==> src/rtl/dsp_file_arbiter.sv <==
// Round-robin arbiter sharing one DSP file-controller port among NUM_REQ engines.
// Define DSP_FILE_ARB_TIMEOUT_EN to add the GRANT-phase timeout and timeout_err flags.
module dsp_file_arbiter #(
   parameter int unsigned NUM_REQ = 4,
   parameter int unsigned TIMEOUT = 1024
) (
   input  logic                   wb_clk,
   input  logic                   wb_rst_n,
   input  logic [NUM_REQ*8-1:0]   req_file_num,
   input  logic [NUM_REQ-1:0]     req_file_read,
   input  logic [NUM_REQ-1:0]     req_file_write,
   input  logic [NUM_REQ-1:0]     req_file_reset,
   input  logic [NUM_REQ*32-1:0]  req_rd_ptr_offset,
   input  logic [NUM_REQ*32-1:0]  req_write_data,
   output logic [NUM_REQ-1:0]     req_file_active,
   output logic [31:0]            req_read_data,
   output logic [7:0]             file_num,
   output logic                   file_read,
   output logic                   file_write,
   output logic                   file_reset,
   output logic [31:0]            file_rd_ptr_offset,
   output logic [31:0]            file_write_data,
   input  logic [31:0]            file_read_data,
   input  logic                   file_active,
   output logic [NUM_REQ-1:0]     grant,
   output logic                   busy,
   output logic [NUM_REQ-1:0]     cmd_err,
   output logic [NUM_REQ-1:0]     timeout_err,
   input  logic                   err_clear
);

   localparam int unsigned IW = (NUM_REQ > 1) ? $clog2(NUM_REQ) : 1;

   if (NUM_REQ < 2 || NUM_REQ > 8 || TIMEOUT < 1) begin : g_bad_cfg
      $error("dsp_file_arbiter: NUM_REQ must be 2..8 and TIMEOUT at least 1");
   end

   typedef enum logic [1:0] {S_IDLE, S_GRANT, S_BUSY, S_RELEASE} state_t;

   state_t               state_q;
   logic [IW-1:0]        last_q;
   logic [IW-1:0]        owner_q;
   logic [NUM_REQ-1:0]   grant_q;
   logic [7:0]           file_num_q;
   logic                 file_read_q;
   logic                 file_write_q;
   logic                 file_reset_q;
   logic [31:0]          offset_q;
   logic [31:0]          wdata_q;
   logic [NUM_REQ-1:0]   cmd_err_q;
   logic [NUM_REQ-1:0]   cmd_err_d;

   logic [NUM_REQ-1:0]   req;
   logic                 win_found;
   logic [IW-1:0]        win_idx;
   int unsigned          cand;
   logic [IW-1:0]        sel_idx;
   logic [NUM_REQ-1:0]   sel_oh;
   logic                 s_rd, s_wr, s_rs;
   logic                 fwd_rd, fwd_wr, fwd_rs;
   logic                 multi_cmd;
   logic                 launch;
   logic [NUM_REQ-1:0]   cmd_set;
   logic                 tmo_hit;

   assign req = req_file_read | req_file_write | req_file_reset;

   // Rotating priority: scan from last+1, first requester found wins.
   always_comb begin
      win_found = 1'b0;
      win_idx   = '0;
      cand      = 0;
      for (int unsigned k = 1; k <= NUM_REQ; k++) begin
         cand = (32'(last_q) + k) % NUM_REQ;
         if (!win_found && req[cand]) begin
            win_found = 1'b1;
            win_idx   = IW'(cand);
         end
      end
   end

   always_comb begin
      sel_idx   = (state_q == S_GRANT) ? owner_q : win_idx;
      sel_oh    = NUM_REQ'(1) << sel_idx;
      s_rd      = req_file_read[sel_idx];
      s_wr      = req_file_write[sel_idx];
      s_rs      = req_file_reset[sel_idx];
      fwd_rs    = s_rs;
      fwd_wr    = s_wr & ~s_rs;
      fwd_rd    = s_rd & ~s_wr & ~s_rs;
      multi_cmd = (s_rd & s_wr) | (s_rd & s_rs) | (s_wr & s_rs);
      launch    = (state_q == S_IDLE) && win_found && !file_active;
      cmd_set   = ((launch || state_q == S_GRANT) && multi_cmd) ? sel_oh : '0;
      cmd_err_d = (cmd_err_q & ~{NUM_REQ{err_clear}}) | cmd_set;
   end

`ifdef DSP_FILE_ARB_TIMEOUT_EN
   localparam int unsigned TW = $clog2(TIMEOUT + 1);

   logic [TW-1:0]        tmo_q;
   logic [NUM_REQ-1:0]   timeout_err_q;
   logic [NUM_REQ-1:0]   timeout_err_d;

   assign tmo_hit       = (state_q == S_GRANT) && !file_active && (tmo_q == TW'(TIMEOUT - 1));
   assign timeout_err_d = (timeout_err_q & ~{NUM_REQ{err_clear}}) | (tmo_hit ? sel_oh : '0);

   // Counter is held at zero outside GRANT, so it restarts on every entry.
   always_ff @(posedge wb_clk or negedge wb_rst_n) begin
      if (!wb_rst_n) begin
         tmo_q         <= '0;
         timeout_err_q <= '0;
      end else begin
         timeout_err_q <= timeout_err_d;
         if (state_q == S_GRANT) tmo_q <= tmo_q + TW'(1);
         else                    tmo_q <= '0;
      end
   end

   assign timeout_err = timeout_err_q;
`else
   assign tmo_hit     = 1'b0;
   assign timeout_err = '0;
`endif

   always_ff @(posedge wb_clk or negedge wb_rst_n) begin
      if (!wb_rst_n) begin
         state_q      <= S_IDLE;
         last_q       <= IW'(NUM_REQ - 1);
         owner_q      <= '0;
         grant_q      <= '0;
         file_num_q   <= '0;
         file_read_q  <= 1'b0;
         file_write_q <= 1'b0;
         file_reset_q <= 1'b0;
         offset_q     <= '0;
         wdata_q      <= '0;
         cmd_err_q    <= '0;
      end else begin
         cmd_err_q <= cmd_err_d;
         case (state_q)
            S_IDLE: begin
               grant_q      <= '0;
               file_read_q  <= 1'b0;
               file_write_q <= 1'b0;
               file_reset_q <= 1'b0;
               if (launch) begin
                  state_q      <= S_GRANT;
                  owner_q      <= win_idx;
                  last_q       <= win_idx;
                  grant_q      <= sel_oh;
                  file_num_q   <= req_file_num[8*sel_idx +: 8];
                  offset_q     <= req_rd_ptr_offset[32*sel_idx +: 32];
                  wdata_q      <= req_write_data[32*sel_idx +: 32];
                  file_read_q  <= fwd_rd;
                  file_write_q <= fwd_wr;
                  file_reset_q <= fwd_rs;
               end
            end
            S_GRANT: begin
               if (file_active || tmo_hit) begin
                  state_q      <= file_active ? S_BUSY : S_RELEASE;
                  file_read_q  <= 1'b0;
                  file_write_q <= 1'b0;
                  file_reset_q <= 1'b0;
               end else begin
                  file_num_q   <= req_file_num[8*sel_idx +: 8];
                  offset_q     <= req_rd_ptr_offset[32*sel_idx +: 32];
                  wdata_q      <= req_write_data[32*sel_idx +: 32];
                  file_read_q  <= fwd_rd;
                  file_write_q <= fwd_wr;
                  file_reset_q <= fwd_rs;
               end
            end
            S_BUSY: begin
               if (!file_active) state_q <= S_RELEASE;
            end
            S_RELEASE: begin
               state_q <= S_IDLE;
               grant_q <= '0;
            end
            default: state_q <= S_IDLE;
         endcase
      end
   end

   assign req_file_active    = {NUM_REQ{file_active}} & grant_q;
   assign req_read_data      = file_read_data;
   assign file_num           = file_num_q;
   assign file_read          = file_read_q;
   assign file_write         = file_write_q;
   assign file_reset         = file_reset_q;
   assign file_rd_ptr_offset = offset_q;
   assign file_write_data    = wdata_q;
   assign grant              = grant_q;
   assign busy               = (state_q != S_IDLE);
   assign cmd_err            = cmd_err_q;

endmodule

==> config.mk <==
export PLATFORM = sky130hd
export DESIGN_NAME = dsp_file_arbiter
export DESIGN_NICKNAME = d
export VERILOG_FILES = /design/src/rtl/dsp_file_arbiter.sv
export SDC_FILE = /design/constraint.sdc
export NUM_CORES = 1
export LEC_CHECK = 0
export ABC_AREA = 1
export ABC_CLOCK_PERIOD_IN_PS = 2900
export CAP_MARGIN = 20
export CORE_AREA = 8 8 174 176
export DETAILED_ROUTE_END_ITERATION = 12
export DIE_AREA = 0 0 182 184
export DONT_BUFFER_PORTS = 1
export SLEW_MARGIN = 20
export SYNTH_ARGS = -nofsm -noshare
export SYNTH_HDL_FRONTEND = slang
export SYNTH_SLANG_ARGS = --single-unit
==> constraint.sdc <==
create_clock -name wb_clk -period 2.9 [get_ports wb_clk]
set_input_delay 0.145 -clock wb_clk [delete_from_list [all_inputs] [get_ports wb_clk]]
set_output_delay 0.145 -clock wb_clk [all_outputs]
set_load 0.02 [all_outputs]
==> impl_metrics.csv <==
group,metric,value,unit
sta,skew,11.0,ps
synthesis,ys.flop_type,"dfrtp_1",
setup_path,crit_path_end_kind,"flop",
global_routing,grt_use_total,13.2,%
global_routing,antenna_found_initial,0,
synthesis,synth_top_area_cell,"dfrtp_1",
setup_path,crit_fanout,37,
synthesis,seq_area_frac_synth,37.2,%
die,core_area,27500,µm²
finish,multi_input_area,3140,µm²
job,maxCapViolCount,0,
setup_path,startpoint_type,"flop",
sta,max_clock_freq,379,MHz
sta,timing.final.max_slew_violations,0,
power,p_leak,3.37,nW
min_path,hp-class,"input port to flop",
sta,layout_min_cycle_time,2640,ps
die,fp-row-count,61,
global_routing,first_global_vias,6138,
clock_tree,cts_buffers,9,
synthesis,synth_seq_cells,89,
finish,drive_above_1_share,6.70,%
die,chipHeight,184,µm
synthesis,synth_cells,879,
finish,final_cell_area,7000,µm²
sta,rsz0062_at_grt,"false",
synthesis,synth_cell_types,30,
sta,tns,0,ps
global_routing,grt_pass1_wl,34700,µm
sta,hold_viol_final,0,
drt,dr.pass1.iters,5,
finish,nets,1216,
finish,area_delta_synth_final,16.7,%
setup_path,critPathKind,"flop to flop",
synthesis,yosys-top-cells-count,"nand2_1, dfrtp_1, nand4_1, buf_4, a22oi_1",
status,status,"completed",
synthesis,synth_top_area_share,36.3,%
drt,drc_errors,0,
finish,n_antenna_cell,0,
place,gp_congestion,0.943,
synthesis,yosysWarningCount,0,
place,dpl.hpwl,17500,µm
clock_tree,cts_setup_buffers,0,
power,ir_worst_vdd,0.970,mV
clock_tree,cts_buffer_depth,2,
synthesis,yosysMostFrequentCell,"nand2_1",
sta,setup-violations-final,0,
synthesis,synthTopCellsByArea,"dfrtp_1, nand2_1, nand4_1, buf_4, a22oi_1",
die,die_x,182,µm
drt,drt-total-wl,23900,µm
global_routing,gr-total-overflow,0,
place,portBuffers,0,
finish,fillCellCount,2992,
drt,ant_nets,0,
finish,ff_latch_area,2230,µm²
synthesis,syn_area,6000,µm²
clock_tree,cts_max_level,3,
power,powerDensity,1630,nW/µm²
drt,viasPerCell,4.93,
place,placed_area,6070,µm²
sta,finalCritPeriodShare,91.0,%
clock_tree,clk_pin_slew,70,ps
synthesis,async_reset_ff_share,100,%
drt,drt-initial-drc-count,385,
synthesis,synth_edf_count,0,
clock_tree,clkSinkCount,89,
die,start_util,21.8,%
global_routing,grt_max_degree,90,
drt,vias,6049,
clock_tree,root_buffer,"clkbuf_16",
setup_path,critPathArrivalTime,2930,ps
clock_tree,cts_tree,"built",
die,die-area,33500,µm²
synthesis,avgSynthCellArea,6.82,µm²
die,design.portCount,460,
drt,wl_per_cell,19.5,µm
setup_path,worstPathRequired,3190,ps
clock_tree,clock_latency,350,ps
==> stage by stage <==
stage	worst slack [ps]	hold slack [ps]	power, mW	cells	util [%]
2_1_floorplan	590	-151	8.32	882	-
3_3_place_gp	355	-147	9.86	1152	22.1
3_5_place_dp	249	-147	10.0	1152	22.1
4_1_cts	221	0.107	11.5	1227	25.5
5_1_grt	12.8	14.2	12.5	1227	25.5
6_report	261	21.1	11.4	1227	25.5
==> per-layer routing <==
metal	vias to the layer above	wire length [µm]	track usage, %
li1	2791	-	-
met1	2818	8940	14.7
met2	390	11800	22.7
met3	50	2330	4.13
met4	0	801	6.66
met5	-	0	0
==> logic make-up after synthesis <==
family | Yosys count | synth area share [%]
fa+ha+maj | 4 | 0.835
other cells | 1 | 0.0625
simple gates | 608 | 41.9
buf+inv | 111 | 11.2
compound gates | 65 | 8.53
flops | 89 | 37.2
xor+xnor | 1 | 0.271
==> critical path, stage by stage, from the launching register on <==
cell and delay (ps):
dfstp_2 620, inv_2 90, nand3_1 80, nand2_1 70, o21ai_0 350, nor2_4 90
nor2_2 130, nand2_4 90, nand2_4 150, inv_2 90, nor2_4 150, buf_12 220
nand2_1 150, nand4_1 130, nand2_1 50, nand2_1 70
==> flip-flops by register name (all words and copies together), names as in the netlist <==
name and count:
file_read 1, last_q 2, file_write 1, owner_q 2
file_rd_ptr_offset 32, cmd_err 4, file_num 8, file_reset 1
state_q 2, file_write_data 32, grant 4
==> where the power goes <==
part           internal (mW)  total, mW  switching [mW]
clock network          0.721       1.25           0.534
logic                   2.41       7.15            4.74
registers               1.85       2.99            1.13
==> layout by cell type (no fill, tap or decap), types with 3 or more instances in the layout <==
cell	instances
nand2_1	497
inv_2	4
ha_1	4
buf_12	8
o21ai_0	11
a22oi_2	9
conb_1	4
nor2_4	5
dfrtp_1	87
clkbuf_16	9
a22oi_1	37
clkinv_4	3
nand4_1	50
nand2_2	4
nand3_1	34
inv_1	21
dlygate4sd3_1	58
nor2_1	11
a32o_1	4
==> worst paths after layout <==
path / startpoint / to / slack (ps) / cells after the start
worst max-delay path: last_q[0] / file_rd_ptr_offset[4] / 260 / 15
worst min-delay path: req_rd_ptr_offset[49] / file_rd_ptr_offset[17] / 20 / 4
worst max register to register: last_q[0] / file_rd_ptr_offset[4] / 260 / 15
worst min register to register: owner_q[0] / owner_q[0] / 550 / 2
max in group asynchronous: wb_rst_n / file_write_data[30] / 2140 / 2
min in group asynchronous: wb_rst_n / file_write_data[10] / 370 / 2
==> timing repair <==
item | in CTS | in global routing
setup endpoints to repair | 0 | 9
endpoints found under the hold margin | 128 | 0
hold buffers | 59 | 0
gates resized for setup | 0 | 1
==> area by class of cell <==
cell class | instances | share of cell area, %
clock inverters | 5 | 0.912
well taps | 346 | 6.19
multi-input cells | 682 | 44.8
inverters | 25 | 1.34
repair buffers | 69 | 11.2
flip-flops and latches | 89 | 31.9
clock buffers | 11 | 3.61
Note: power is estimated with default switching activity, not from simulation.
